===== src/rtl/round_sequencer_pkg.sv =====
// Shared types and helpers for the game-round sequencer.
package round_pkg;

    localparam int DIGIT_W = 4;
    localparam int TIME_W  = 7;
    localparam logic [DIGIT_W-1:0] WILDCARD = 4'd10;

    typedef enum logic [2:0] {
        ST_IDLE   = 3'd0,
        ST_SEED   = 3'd1,
        ST_SETTLE = 3'd2,
        ST_DRAW   = 3'd3,
        ST_PLAY   = 3'd4,
        ST_DONE   = 3'd5
    } state_t;

    function automatic logic [TIME_W-1:0] sat_sub(input logic [TIME_W-1:0] a,
                                                  input logic [TIME_W-1:0] b);
        logic [TIME_W-1:0] res;
        if (a > b) begin
            res = a - b;
        end else begin
            res = '0;
        end
        return res;
    endfunction

endpackage


===== src/rtl/round_sequencer_sec_tick.sv =====
// Countdown prescaler: one-cycle tick after every TICK_DIV enabled cycles.
module sec_tick #(
    parameter int TICK_DIV = 100000000
) (
    input  logic clk,
    input  logic rst,
    input  logic i_en,
    input  logic i_clr,
    output logic o_tick
);

    localparam int CW = (TICK_DIV > 1) ? $clog2(TICK_DIV) : 1;
    localparam logic [CW-1:0] LAST = CW'(TICK_DIV - 1);

    logic [CW-1:0] r_cnt;

    // Enabled cycle counter, wraps at LAST
    always_ff @(posedge clk or posedge rst) begin
        if (rst) begin
            r_cnt <= '0;
        end else if (i_clr) begin
            r_cnt <= '0;
        end else if (i_en) begin
            if (r_cnt == LAST) begin
                r_cnt <= '0;
            end else begin
                r_cnt <= r_cnt + CW'(1);
            end
        end
    end

    assign o_tick = i_en && !i_clr && (r_cnt == LAST);

endmodule


===== src/rtl/round_sequencer.sv =====
// Game-round controller: seeds the digit generator once, draws filtered
// puzzles, runs the round countdown and keeps the score.
module round_sequencer
    import round_pkg::*;
#(
    parameter int TICK_DIV   = 100000000,
    parameter int ROUND_SECS = 60,
    parameter int SETTLE     = 16,
    parameter int MAX_WILD   = 1,
    parameter int DRAW_MAX   = 64,
    parameter int SKIP_PEN   = 5,
    parameter int SCORE_W    = 8
) (
    input  logic               clk,
    input  logic               rst,
    input  logic               i_start,
    input  logic               i_submit_ok,
    input  logic               i_skip,
    input  logic [DIGIT_W-1:0] i_rng_d0,
    input  logic [DIGIT_W-1:0] i_rng_d1,
    input  logic [DIGIT_W-1:0] i_rng_d2,
    input  logic [DIGIT_W-1:0] i_rng_d3,
    output logic               o_rng_seed_en,
    output logic [DIGIT_W-1:0] o_digit0,
    output logic [DIGIT_W-1:0] o_digit1,
    output logic [DIGIT_W-1:0] o_digit2,
    output logic [DIGIT_W-1:0] o_digit3,
    output logic               o_digits_valid,
    output logic [TIME_W-1:0]  o_time_left,
    output logic [SCORE_W-1:0] o_score,
    output logic               o_game_over,
    output logic [2:0]         o_state
);

    localparam int SC_W = $clog2(SETTLE);
    localparam logic [SC_W-1:0] SC_LAST = SC_W'(SETTLE - 1);
    localparam int DC_W = (DRAW_MAX > 1) ? $clog2(DRAW_MAX) : 1;
    localparam logic [DC_W-1:0] DC_LAST = DC_W'(DRAW_MAX - 1);
    localparam logic [TIME_W-1:0] TIME_INIT = TIME_W'(ROUND_SECS);
    localparam logic [TIME_W-1:0] TIME_PEN  = TIME_W'(SKIP_PEN);

    state_t             r_state, w_state;
    logic               r_seeded, w_seeded;
    logic               r_seed_en, w_seed_en;
    logic [DIGIT_W-1:0] r_digit [4];
    logic [DIGIT_W-1:0] w_digit [4];
    logic               r_valid, w_valid;
    logic [TIME_W-1:0]  r_time, w_time, w_time_run;
    logic [SCORE_W-1:0] r_score, w_score;
    logic               r_game_over, w_game_over;
    logic [SC_W-1:0]    r_settle_cnt, w_settle_cnt;
    logic [DC_W-1:0]    r_draw_cnt, w_draw_cnt;

    logic [DIGIT_W-1:0] w_rng [4];
    logic [2:0]         w_wild_cnt;
    logic               w_invalid;
    logic               w_accept;
    logic               w_tick_en, w_tick_clr, w_tick;

    assign w_rng[0] = i_rng_d0;
    assign w_rng[1] = i_rng_d1;
    assign w_rng[2] = i_rng_d2;
    assign w_rng[3] = i_rng_d3;

    assign w_tick_en = (r_state == ST_DRAW) || (r_state == ST_PLAY);

    sec_tick #(.TICK_DIV(TICK_DIV)) u_sec_tick (
        .clk    (clk),
        .rst    (rst),
        .i_en   (w_tick_en),
        .i_clr  (w_tick_clr),
        .o_tick (w_tick)
    );

    // Draw filter: wildcard count and out-of-range detection on live digits
    always_comb begin
        w_wild_cnt = 3'd0;
        w_invalid  = 1'b0;
        for (int i = 0; i < 4; i++) begin
            if (w_rng[i] == WILDCARD) begin
                w_wild_cnt = w_wild_cnt + 3'd1;
            end else if (w_rng[i] > WILDCARD) begin
                w_invalid = 1'b1;
            end else begin
                w_invalid = w_invalid;
            end
        end
    end

    // A stubborn generator cannot stall the round: the last attempt always wins
    assign w_accept   = (!w_invalid && (w_wild_cnt <= 3'(MAX_WILD))) || (r_draw_cnt == DC_LAST);
    assign w_time_run = w_tick ? sat_sub(r_time, TIME_W'(1)) : r_time;

    // Next-state and next-output logic
    always_comb begin
        w_state      = r_state;
        w_seeded     = r_seeded;
        w_seed_en    = 1'b0;
        w_digit      = r_digit;
        w_valid      = r_valid;
        w_time       = r_time;
        w_score      = r_score;
        w_game_over  = r_game_over;
        w_settle_cnt = r_settle_cnt;
        w_draw_cnt   = r_draw_cnt;
        w_tick_clr   = 1'b0;
        case (r_state)
            ST_IDLE, ST_DONE: begin
                if (i_start) begin
                    w_score      = '0;
                    w_time       = TIME_INIT;
                    w_tick_clr   = 1'b1;
                    w_game_over  = 1'b0;
                    w_settle_cnt = '0;
                    if (!r_seeded) begin
                        w_state   = ST_SEED;
                        w_seed_en = 1'b1;
                    end else begin
                        w_state = ST_SETTLE;
                    end
                end else begin
                    w_state = r_state;
                end
            end
            ST_SEED: begin
                w_seeded     = 1'b1;
                w_settle_cnt = '0;
                w_state      = ST_SETTLE;
            end
            ST_SETTLE: begin
                if (r_settle_cnt == SC_LAST) begin
                    w_draw_cnt = '0;
                    w_state    = ST_DRAW;
                end else begin
                    w_settle_cnt = r_settle_cnt + SC_W'(1);
                end
            end
            ST_DRAW: begin
                w_time = w_time_run;
                if (w_time_run == '0) begin
                    w_state     = ST_DONE;
                    w_game_over = 1'b1;
                    w_valid     = 1'b0;
                end else if (w_accept) begin
                    for (int k = 0; k < 4; k++) begin
                        w_digit[k] = (w_rng[k] > WILDCARD) ? WILDCARD : w_rng[k];
                    end
                    w_valid = 1'b1;
                    w_state = ST_PLAY;
                end else begin
                    w_draw_cnt = r_draw_cnt + DC_W'(1);
                end
            end
            ST_PLAY: begin
                if (i_submit_ok) begin
                    w_score    = (r_score == '1) ? r_score : r_score + SCORE_W'(1);
                    w_time     = w_time_run;
                    w_valid    = 1'b0;
                    w_draw_cnt = '0;
                    w_state    = ST_DRAW;
                end else if (i_skip) begin
                    w_time     = sat_sub(w_time_run, TIME_PEN);
                    w_valid    = 1'b0;
                    w_draw_cnt = '0;
                    w_state    = ST_DRAW;
                end else begin
                    w_time = w_time_run;
                end
                if (w_time == '0) begin
                    w_state     = ST_DONE;
                    w_game_over = 1'b1;
                    w_valid     = 1'b0;
                end else begin
                    w_game_over = r_game_over;
                end
            end
            default: begin
                w_state = ST_IDLE;
            end
        endcase
    end

    // State and output registers
    always_ff @(posedge clk or posedge rst) begin
        if (rst) begin
            r_state      <= ST_IDLE;
            r_seeded     <= 1'b0;
            r_seed_en    <= 1'b0;
            r_digit      <= '{default: '0};
            r_valid      <= 1'b0;
            r_time       <= TIME_INIT;
            r_score      <= '0;
            r_game_over  <= 1'b0;
            r_settle_cnt <= '0;
            r_draw_cnt   <= '0;
        end else begin
            r_state      <= w_state;
            r_seeded     <= w_seeded;
            r_seed_en    <= w_seed_en;
            r_digit      <= w_digit;
            r_valid      <= w_valid;
            r_time       <= w_time;
            r_score      <= w_score;
            r_game_over  <= w_game_over;
            r_settle_cnt <= w_settle_cnt;
            r_draw_cnt   <= w_draw_cnt;
        end
    end

    assign o_rng_seed_en  = r_seed_en;
    assign o_digit0       = r_digit[0];
    assign o_digit1       = r_digit[1];
    assign o_digit2       = r_digit[2];
    assign o_digit3       = r_digit[3];
    assign o_digits_valid = r_valid;
    assign o_time_left    = r_time;
    assign o_score        = r_score;
    assign o_game_over    = r_game_over;
    assign o_state        = r_state;

endmodule


===== config.mk =====
export PLATFORM = sky130hd
export DESIGN_NAME = round_sequencer
export DESIGN_NICKNAME = d
export VERILOG_FILES = /design/src/rtl/round_sequencer_pkg.sv /design/src/rtl/round_sequencer_sec_tick.sv /design/src/rtl/round_sequencer.sv
export SDC_FILE = /design/constraint.sdc
export NUM_CORES = 1
export LEC_CHECK = 0
export CORE_ASPECT_RATIO = 0.9
export CORE_MARGIN = 4
export CORE_UTILIZATION = 58
export CTS_BUF_LIST = sky130_fd_sc_hd__clkbuf_2
export DETAILED_ROUTE_END_ITERATION = 6
export GPL_TIMING_DRIVEN = 0
export PLACE_DENSITY = 0.83
export SYNTH_ARGS = -nofsm -noshare
export SYNTH_HDL_FRONTEND = slang
export SYNTH_SLANG_ARGS = --single-unit

===== constraint.sdc =====
create_clock -name clk -period 4.85 [get_ports clk]
set_input_delay 0.7275 -clock clk [delete_from_list [all_inputs] [get_ports clk]]
set_output_delay 0.7275 -clock clk [all_outputs]
set_load 0.03 [all_outputs]

Word level (Yosys, flattened, before mapping)
Cells that the tools add are included.
- flip-flop bits (word level): 75
- bitwise logic cells: 1
- $lt $le $gt $ge: 7
- equality and inequality tests: 25
- add/subtract/negate cells: 9
- reductions and logical operators: 25
- muxes and demuxes: 64
- operator list (cell ; count):
    $mux W27 ; 3
    $mux W7 ; 7
    $mux W3 ; 10
    $mux W6 ; 5
    $add A27 B1 Y27 const B ; 1
    $eq A27 B27 Y1 const B ; 1
    $mux W4 ; 6
    $mux W8 ; 3
    $mux W1 ; 22
    $pmux W7 S3 ; 1
    $eq A4 B4 Y1 const B ; 5
    $pmux W6 S3 ; 1
    $gt A4 B4 Y1 const B ; 4
    $pmux W8 S2 ; 1
    $pmux W3 S5 ; 1
    $logic_not A7 Y1 ; 2
    $ne A2 B2 Y1 const B ; 7
    $pmux W4 S3 ; 1
    $reduce_and A4 Y1 ; 3
    $add A3 B1 Y3 const B ; 3
    $reduce_and A3 Y1 ; 3
    $reduce_bool A3 Y1 ; 3
    $add A8 B1 Y8 const B ; 1
    $eq A8 B8 Y1 const B ; 1
    other kinds (27) ; 36

Logic depth before layout (Yosys ltp)
- word-level depth: 15
- depth in mapped cells: 17
- gate-level depth less buffers: 16

By module
From an unflattened synthesis, not the netlist that was laid out.
- cells, all modules: 553
- area total of the unflattened synthesis: 4817.1 sq um
- by module, submodules not included (module ; sequential area each (sq um) ; instances ; cells an instance ; area each (sq um)):
    round_sequencer ; 1206.2 ; 1 ; 362 ; 3165.5
    sec_tick ; 675.6 ; 1 ; 191 ; 1651.6

Worst setup path before layout
No wires, ideal clock.
- path kind: input to register
- start point: in i_rng_d1[3]
- end point: reg r_digit, in the netlist o_digit2[3]
- cell stages on the path: 12
- slack: 880 ps
- setup time: 128 ps
- data arrival time: 3842 ps
- path through: inv_1 -> or4b_2 -> ha_1 -> xor2_1 -> ha_1 -> o31ai_1 -> a21oi_1 -> o41ai_1 -> nand2_1 -> nor2_2 -> buf_2 -> mux2_1
- longest elaborated chain between the ends: 11
- elaborated cells on any way between the ends: 18
- classes of those cells: 2 x add/sub; 2 x order compare; 1 x eq/ne; 9 x mux; 4 x reduce/logical
- RTL lines (what ; line ; RTL):
    start, declared ; round_sequencer.sv:20 ; input logic [DIGIT_W-1:0] i_rng_d1,
    parallel branches: the longest is 8 deep, another holds $add A3 B1 Y3 ; -- ;
    $logic_and A1 B1 Y1 * ; round_sequencer.sv:91 ; assign w_accept = (!w_invalid && (w_wild_cnt <= 3'(MAX_WILD))) || (r_draw_cnt == DC_LAST);
    $logic_or A1 B1 Y1 * ; round_sequencer.sv:91 ;
    $reduce_and A3 Y1 (no source line) * ; -- ;
    end signal, assigned ; round_sequencer.sv:200 ; r_digit <= w_digit;
    end, declared ; round_sequencer.sv:45 ; logic [DIGIT_W-1:0] r_digit [4];
Mark *: on every way between the ends.
A chain may end at the register's enable or synchronous reset.

Worst setup path in the final report
- start point: in i_rng_d1[3]
- end point: reg r_digit, in the netlist o_digit3[3]
The elaborated chain is that of the path after synthesis.

==> flow_metrics.env <==
export IMPL_status="finished, final reports clean"
export IMPL_place_ws_ps=-181
export IMPL_antenna_found_initial=0
export IMPL_yosysSeqAreaShare=0.420
export IMPL_timing_max_cap_violations=0
export IMPL_drv_slew=0
export IMPL_synth_edf_count=0
export IMPL_min_path_type="primary input to async pin"
export IMPL_grt_ovfl_total=0
export IMPL_vdd_drop_max_mv=0.315
export IMPL_fin_crit_sh=0.936
export IMPL_synth_mux_area_fraction=0.0265
export IMPL_placementRows=30
export IMPL_p_leak_nw=2.25
export IMPL_dp_hpwl_mm=8.11
export IMPL_yosys_area_share_simple=0.245
export IMPL_tightestPinTransition_ps=989
export IMPL_crit_type="primary input to register"
export IMPL_finish_utilization=0.708
export IMPL_end_kind="register"
export IMPL_synth_top_family_by_area="simple AND/OR/NAND/NOR gates"
export IMPL_fin_crit_ps=4540
export IMPL_die_h_um=91.4
export IMPL_cts_sinks=75
export IMPL_netlist_area_um2=4480
export IMPL_setup_ws_ps=312
export IMPL_port_buffer_count=57
export IMPL_rsz0062_at_grt="false"
export IMPL_avgSynthCellArea_um2=8.79
export IMPL_syn_inst=510
export IMPL_cts_resized=0
export IMPL_maxClockFrequency_mhz=220
export IMPL_cts_buffer_depth=2
export IMPL_root_buffer="clkbuf_2"
export IMPL_coreArea_um2=7540
export IMPL_dieArea_um2=9200
export IMPL_path_clk_slew_ps=210
export IMPL_synthXorXnorAreaFrac=0.0625
export IMPL_insertedDiodeCount=0
export IMPL_drt_wl_total_mm=11.2
export IMPL_setup_viol=0
export IMPL_ys_ff_latch=75
export IMPL_cp_required_ps=5290
export IMPL_crit_chain="clkdlybuf4s50_1 -> inv_1 -> or4b_2 -> ha_1 -> xor2_1 -> ha_1 -> o31ai_1 -> a21oi_1 -> o41ai_1 -> nand2_1 -> nor2_2 -> buf_2 -> mux2_1"
export IMPL_startpoint_type="primary input"
export IMPL_synth_adder_area_share=0.0279
export IMPL_post_cts_buffers=0
export IMPL_grt_usage=0.253
export IMPL_cts_made_buffers=9
export IMPL_ys_flop_type="dfrtp_1"
export IMPL_synth_nets=541
export IMPL_crit_top_cell="ha_1"
export IMPL_fin_skew_ps=14.8
export IMPL_slew_limit_headroom=0.332
export IMPL_syn_to_final_growth_pct=19.2
export IMPL_crit_fanout=10
export IMPL_critPathSlowestCell="or4b_2"
export IMPL_cts_hold_buf=0
export IMPL_drc_errors=0
export IMPL_power_density_nw_per_um2=484
export IMPL_synth_compound_area_share=0.180
export IMPL_dr_pass1_iters=5
export IMPL_worstPathArrival_ps=4980
export IMPL_ios=58
export IMPL_grt_pass1_wl_mm=19.2
export IMPL_yosys_warnings=0
export IMPL_async_reset_ff_frac=1.00
export IMPL_fillers=588
export IMPL_gp_congestion=0.943
export IMPL_htreeDepth=3
export IMPL_vias=4179
export IMPL_drive_gt1_frac=0.0856
export IMPL_synthDistinctLibCells=70
export IMPL_cts_tree="built"
export IMPL_hold_violations=0
export IMPL_post_drt_wl_per_cell_um=16.5
export IMPL_power_total_w=0.00259
export IMPL_viasPerCell=6.15
export IMPL_die_w_um=101
export IMPL_drtAntennaViolNets=0
export IMPL_grt_max_degree=57
export IMPL_drt_iter0_drc=312
export IMPL_start_util=0.594
export IMPL_cpPeakStageDelay_ps=700
export IMPL_grt_pass1_vias=4159
export IMPL_fin_setup_tns_ps=0
export IMPL_clk_latency_ps=530
export IMPL_num_nets_final=610
-- per-layer routing --
metal	GRT usage	share of wire	routed length, um	vias to the layer above
met3	0.0822	0.087	977	19
met5	0	0	0	-
met1	0.341	0.44	4920	2002
met4	0.0617	0.014	158	0
met2	0.395	0.46	5170	173
li1	-	-	-	1985
-- synth_stat cells, types with 2 or more instances --
| master | number | area [um^2] |
|---|---|---|
| dfrtp_1 | 71 | 1780 |
| nor2_1 | 64 | 240 |
| nand2_1 | 43 | 161 |
| a21oi_1 | 40 | 200 |
| o21ai_0 | 38 | 190 |
| xor2_1 | 26 | 228 |
| inv_1 | 23 | 86.3 |
| nand3_1 | 18 | 90.1 |
| nand4_1 | 18 | 113 |
| clkbuf_1 | 14 | 52.6 |
| or3_1 | 12 | 75.1 |
| ha_1 | 10 | 125 |
| and3_1 | 9 | 56.3 |
| nor4_1 | 7 | 43.8 |
| a31o_2 | 6 | 52.6 |
| nor2b_1 | 6 | 37.5 |
| o22ai_1 | 6 | 37.5 |
| xnor2_1 | 6 | 52.6 |
| mux2_2 | 5 | 56.3 |
| nor3_1 | 5 | 25.0 |
| dfstp_2 | 4 | 105 |
| mux2i_1 | 4 | 40.0 |
| a21o_1 | 3 | 22.5 |
| a31oi_1 | 3 | 18.8 |
| nand2b_1 | 3 | 18.8 |
| o211ai_1 | 3 | 22.5 |
| o31ai_1 | 3 | 22.5 |
| o41ai_1 | 3 | 26.3 |
| or2_2 | 3 | 18.8 |
| or4_1 | 3 | 22.5 |
| a221oi_1 | 2 | 17.5 |
| and2_1 | 2 | 12.5 |
| buf_6 | 2 | 22.5 |
| mux2_1 | 2 | 22.5 |
| nand3b_1 | 2 | 15.0 |
| nor2_2 | 2 | 12.5 |
| nor3b_1 | 2 | 15.0 |
| o21ai_1 | 2 | 10.0 |
| o21bai_1 | 2 | 15.0 |
| o221ai_1 | 2 | 17.5 |
| or4b_2 | 2 | 20.0 |
-- state kept, by name, summed over array words and instances, names as in the netlist --
signal,count
o_digit3,4
r_seeded,1
o_time_left,7
o_state,3
u_sec_tick.r_cnt,27
o_game_over,1
o_score,8
r_settle_cnt,4
o_digit2,4
o_rng_seed_en,1
o_digits_valid,1
o_digit1,4
r_draw_cnt,6
o_digit0,4
-- power breakdown --
group	internal (W)	switching [W]
clock	0.000173	0.000231
sequential	0.000770	0.000122
combinational	0.000486	0.000804
total	0.00143	0.00116
-- cells by family after synthesis --
logic type      after synthesis
compound gates              128
xor+xnor                     32
flops                        75
fa+ha+maj                    10
buf+inv                      41
mux                          11
simple gates                213
-- worst max-delay path, delay by kind of cell --
family / cells / cell delay [ps]
simple gates: 3 / 1310
xor+xnor: 1 / 180
mux: 1 / 350
buf+inv: 3 / 950
compound gates: 3 / 810
fa+ha+maj: 2 / 650
-- cell type report --
| class | count | area [um^2] | share of cell area |
|---|---|---|---|
| buffer | 18 | 83.8 | 0.0157 |
| multi-input combinational | 394 | 2430 | 0.455 |
| clock inverter | 6 | 88.8 | 0.0166 |
| tap | 96 | 120 | 0.0225 |
| sequential | 75 | 1880 | 0.352 |
| timing repair buffer | 58 | 598 | 0.112 |
| inverter | 23 | 88.8 | 0.0166 |
| clock buffer | 10 | 50.0 | 0.00937 |
-- per-stage QoR --
step | cells | hold slack, ps | instance area [um^2]
after floorplan | 510 | 449 | 4480
after CTS | 680 | 441 | 5340
final | 680 | 461 | 5340
after global placement | 663 | 475 | 5170
after detailed placement | 664 | 479 | 5200
after global routing | 680 | 445 | 5340
-- worst paths after layout --
| path | from | end | slack [ps] | cells after the start |
|---|---|---|---|---|
| setup / recovery | i_rng_d1[3] | o_digit3[3]$_DFFE_PP0P_ | 310 | 13 |
| hold / removal | rst | o_digit1[3]$_DFFE_PP0P_ | 460 | 2 |
| min in group clk | r_seeded$_DFFE_PP0P_ | o_rng_seed_en$_DFF_PP0_ | 510 | 1 |
| hold reg to reg | r_seeded$_DFFE_PP0P_ | o_rng_seed_en$_DFF_PP0_ | 510 | 1 |
| setup reg to reg | o_state[1]$_DFFE_PP0P_ | o_digit3[3]$_DFFE_PP0P_ | 840 | 12 |
| max in group asynchronous | rst | o_time_left[5]$_DFFE_PP1P_ | 3770 | 3 |
-- cells in the final DEF (no fill, tap or decap), types with 3 or more instances in the layout --
master / count
nand2b_1: 3
nand4_1: 18
nand3_1: 18
a21oi_1: 40
o22ai_1: 6
a21o_1: 3
nor4_1: 7
clkdlybuf4s50_1: 57
xnor2_1: 6
mux2_2: 5
inv_1: 22
or3_1: 12
ha_1: 10
dfstp_2: 4
a31o_2: 6
o41ai_1: 3
and3_1: 9
mux2i_1: 4
xor2_1: 26
nor2_1: 64
nor3_1: 5
nand2_1: 43
dfrtp_1: 71
or4_1: 3
a31oi_1: 3
clkbuf_2: 10
or2_2: 3
o211ai_1: 3
clkbuf_1: 14
nor2b_1: 6
o21ai_0: 38
o31ai_1: 3
Note: power is estimated with default switching activity, not from simulation.
==> RTL change 1 (config.mk and constraints unchanged) <==
The output `o_rng_seed_en` loses its register stage (`r_seed_en` becomes a continuous assignment).
--- a/src/rtl/round_sequencer.sv
+++ b/src/rtl/round_sequencer.sv
@@ -185,7 +185,6 @@
         if (rst) begin
             r_state      <= ST_IDLE;
             r_seeded     <= 1'b0;
-            r_seed_en    <= 1'b0;
             r_digit      <= '{default: '0};
             r_valid      <= 1'b0;
             r_time       <= TIME_INIT;
@@ -196,7 +195,6 @@
         end else begin
             r_state      <= w_state;
             r_seeded     <= w_seeded;
-            r_seed_en    <= w_seed_en;
             r_digit      <= w_digit;
             r_valid      <= w_valid;
             r_time       <= w_time;
@@ -206,6 +204,8 @@
             r_draw_cnt   <= w_draw_cnt;
         end
     end
+
+    assign r_seed_en = w_seed_en;
 
     assign o_rng_seed_en  = r_seed_en;
     assign o_digit0       = r_digit[0];
Check against the original RTL: not equivalent (Yosys sat finds a counterexample within 4 cycles, from zero or initial values and one cycle with rst high).
==> RTL change 1 against the unedited design <==
- sequential cell count is 1 lower
- synthesized area is 1.3% lower
- via count is 4.6% lower
- wire length is 3.8% lower
- total power is 6.8% lower
- sequential power is 1% higher
- hold slack better by 0.050 ns
- synthesized cell count is 2.0% lower
- cell area is 1.6% lower
- clock skew is 0.024 ns higher
- setup slack better by 0.51 ns
- critical path type unchanged
- critical endpoint unchanged
- largest cell class unchanged
- largest power group unchanged
==> RTL change 1: results (changes against the unedited design) <==
metric,value,unit,change
crit_family,buffers and inverters,,
synth_cell_types,67,,-4.3%
n_fill_cell,532,,-9.5%
regMostFlops,u_sec_tick.r_cnt,,
use_met1,33.6,%,-0.53 points
cp-startpoint,i_rng_d0[3],,
max-slew-margin-rel,38.9,%,+5.7 points
hold_class,reg -> reg,,
reg2reg_from,o_state[1],,
final_layout_size_suffix_gt1_share,8.90,%,+0.34 points
ff2ff_setup_slack,1.27,ns,+0.43 ns
syn_nets,531,,-1.8%
met3_wirelength,516,um,-47%
critPathCapture,o_digit3[3],,
fin_worst_skew,0.0384,ns,+0.0237 ns
ys_seq_area_share,42.0,%,about the same
root_buffer,clkbuf_2,,
dr.first_iter.drc_count,222,,-29%
synthTopCellsByArea,"dfrtp_1 (40%), o21ai_0 (5.0%), nor2_1 (4.8%), nand2_1 (4.6%), xor2_1 (4.4%)",,
status,finished clean,,
max_stage_delay,0.70,ns,about the same
final_nets,599,,-1.8%
synthCells,500,,-2.0%
leakage,2.24,nW,-0.57%
slowest_stage,or4b_2,,
wl,10.8,mm,-3.8%
worstRegToRegCells,13,,+1
grt_util_all_layers,24.7,%,-0.68 points
first_global_vias,3924,,-5.7%
p_int,1.36,mW,-4.9%
pg_comb,1.11,mW,-14%
route.met2.wl,5.45,mm,+5.4%
crit_fanout,10,,unchanged
wl_met1,4.70,mm,-4.5%
num_vias,3985,,-4.6%
netSwitchingPower,1.05,mW,-9.3%
netlist_top_cells_count,"dfrtp_1 (70), nor2_1 (57), nand2_1 (54)",,
crit_arrival,4.45,ns,-0.53 ns
grt_util_met2,40.7,%,+1.2 points
whs_endpoint,r_draw_cnt[5],,
gp_congestion,0.941,,-0.23%
ir_drop,0.000386,V,+23%
grt_use_met3,4.71,%,-3.5 points
first_pass_iters,5,,unchanged
stdcell_count,666,,-2.1%
grt_max_degree,75,,+32%
dp_cells,650,,-2.1%
post-cts-setup-buffers,0,,unchanged
grt_pass1_wl,18.4,mm,-3.9%
p_clk_share,16.6,%,+1.0 points
post-dp-hpwl,8.00,mm,-1.4%
r2r_end,o_state[2],,
-- RTL change 1: cell families after synthesis --
group,share of synthesized area (%)
XOR/XNOR,5.74
multiplexers,2.49
buffers and inverters,2.80
flip-flops,42.0
AND/OR/NAND/NOR,26.7
AO/OA/AOI/OAI,17.5
adder cells (fa/ha/maj),2.83
-- RTL change 1: area by class of cell --
type | count | area share [%]
flip-flops and latches | 74 | 35.3
multi-input cells | 395 | 46.5
clock buffers | 10 | 0.952
well taps | 93 | 2.21
inverters | 18 | 1.38
plain buffers | 13 | 1.02
repair buffers | 57 | 10.9
clock inverters | 6 | 1.71
-- RTL change 1: metrics by stage --
stage          area [um2]  setup slack [ns]  utilization, %  hold slack [ns]
3_5_place_dp         5110             0.282            70.8            0.478
2_1_floorplan        4430              1.24               -            0.446
5_1_grt              5260             0.552            72.8            0.546
4_1_cts              5260             0.848            72.8            0.504
3_3_place_gp         5110             0.346            70.8            0.469
6_report             5260             0.823            72.8            0.511
==> RTL change 2 (config.mk and constraints unchanged) <==
Made on the original files. The parameter `SCORE_W` goes from 8 to 12.
--- a/src/rtl/round_sequencer.sv
+++ b/src/rtl/round_sequencer.sv
@@ -9,7 +9,7 @@
     parameter int MAX_WILD   = 1,
     parameter int DRAW_MAX   = 64,
     parameter int SKIP_PEN   = 5,
-    parameter int SCORE_W    = 8
+    parameter int SCORE_W    = 12
 ) (
     input  logic               clk,
     input  logic               rst,
Interface: changed (resized o_score); port bits go from 58 to 62. The function was not compared with the original's and may differ.
==> RTL change 2 against the unedited design <==
- sequential cell count up 4
- synthesized area increased by 8.3%
- sequential share of layout area fell by 0.83 points
- total power grew 14%
- final cell count is 9.1% higher
- cell area is 7.8% higher
- setup slack gained 0.10 ns
- die area rose by 7.6%
- wire length is 10% higher
- combinational power is 19% higher
==> RTL change 2: results (changes against the unedited design) <==
metric,value,unit,change
clock_latency,0.54,ns,
grt_max_degree,55,,-3.5%
leakage,2.46,nW,+9.5%
netlist_top_cells_count,"dfrtp_1 (75), nor2_1 (69), o21ai_0 (63)",,
gp_congestion,0.913,,-3.2%
crit_fanout,10,,unchanged
final_layout_size_suffix_gt1_share,6.22,%,-2.3 points
hold_class,in -> async,,
pre_cts_ws,0.537,ns,+0.717 ns
dp_cells,726,,+9.3%
synth_ff_type,dfrtp_1,,
ys_warn_count,0,,unchanged
max-slew-margin-rel,22.8,%,-10 points
avgSynthCellArea,8.59,um2,-2.3%
crit_arrival,4.91,ns,-0.07 ns
clock_path_buffers,2,,unchanged
synth_cell_types,69,,-1.4%
post-cts-setup-buffers,0,,unchanged
syn_nets,598,,+11%
final_nets,671,,+10%
antenna_found_initial,0,,unchanged
clk_pin_slew_worst_paths,0.25,ns,+0.04 ns
dr.first_iter.drc_count,444,,+42%
post_drt_wl_per_cell,16.7,um,+1.2%
drv_slew,0,,unchanged
n_antenna_cell,0,,unchanged
cts_buffers,9,,unchanged
fin_worst_skew,0.0359,ns,+0.0211 ns
num_vias,4620,,+11%
max_freq,225,MHz,+2.3%
ys_seq_area_share,40.8,%,-1.2 points
root_buffer,clkbuf_2,,
post-dp-hpwl,8.83,mm,+8.9%
regMostFlops,u_sec_tick.r_cnt,,
first_pass_iters,5,,unchanged
first_global_vias,4316,,+3.8%
ctsResizeCount,0,,unchanged
grt_util_all_layers,25.3,%,-0.074 points
port_buffers,61,,+7.0%
ir_drop,0.000319,V,+1.5%
synthArstFlopShare,100,%,unchanged
grt_pass1_wl,20.5,mm,+6.9%
ff2ff_setup_slack,0.41,ns,-0.43 ns
largest_reg_flops,27,,unchanged
status,finished clean,,
htreeDepth,3,,unchanged
synthTopCellsByArea,"dfrtp_1 (39%), o21ai_0 (6.5%), nor2_1 (5.3%), nand2_1 (3.9%), ha_1 (3.1%)",,
viasPerCell,6.23,,+1.3%
[RTL change 2: layout make-up]
type                    count  area [um2]
clock inverters             6        92.6
plain buffers              20        93.8
clock buffers              10        50.0
well taps                  99         124
flip-flops and latches     79        1980
inverters                  33         126
multi-input cells         433        2650
fillers                   622        2350
repair buffers             62         638
[RTL change 2: worst paths after layout]
kind,to,startpoint,cells past startpoint
worst max-delay path,o_state[2],o_state[2],12
worst min-delay path,r_draw_cnt[5],rst,2
max in group asynchronous,o_time_left[3],rst,3
worst min register to register,u_sec_tick.r_cnt[6],u_sec_tick.r_cnt[6],1
min in group clk,u_sec_tick.r_cnt[6],u_sec_tick.r_cnt[6],1
worst max register to register,o_state[2],o_state[2],12
[RTL change 2: metrics by stage]
stage                     area [um2]  power (mW)  hold slack, ns
after floorplan                 4850        1.98           0.441
after global placement          5590        2.44           0.471
after detailed placement        5620        2.51           0.475
after CTS                       5760        2.92           0.466
after global routing            5760        3.13           0.468
final                           5760        2.94           0.472
[RTL change 2: critical path, stage by stage, from the launching register on]
cell	delay (ns)
dfrtp_1	0.54
nor3b_1	0.96
nor2_1	0.30
nor2_1	0.30
nand2_1	0.11
a21oi_1	0.47
ha_1	0.33
inv_1	0.06
a211oi_1	0.47
xnor2_1	0.21
o2111ai_2	0.21
o211ai_1	0.26
a32o_1	0.19
[RTL change 2: cells by family after synthesis]
logic type	count (synthesis)	share of synthesized area, %
mux	15	3.27
fa+ha+maj	12	3.09
buf+inv	53	4.49
compound gates	155	20.6
xor+xnor	21	3.79
flops	79	40.8
simple gates	230	23.9
[RTL change 2: layer usage]
| layer | part of all wire [%] | global-route usage [%] |
|---|---|---|
| met1 | 45 | 35.1 |
| met2 | 46 | 40.5 |
| met3 | 7.7 | 4.92 |
| met4 | 1.5 | 7.64 |
| met5 | 0 | 0 |
[RTL change 2: report_power, final]
group / switching, mW / internal [mW]
clock network: 0.243 / 0.175
registers: 0.153 / 0.832
logic: 0.969 / 0.565
total: 1.37 / 1.57
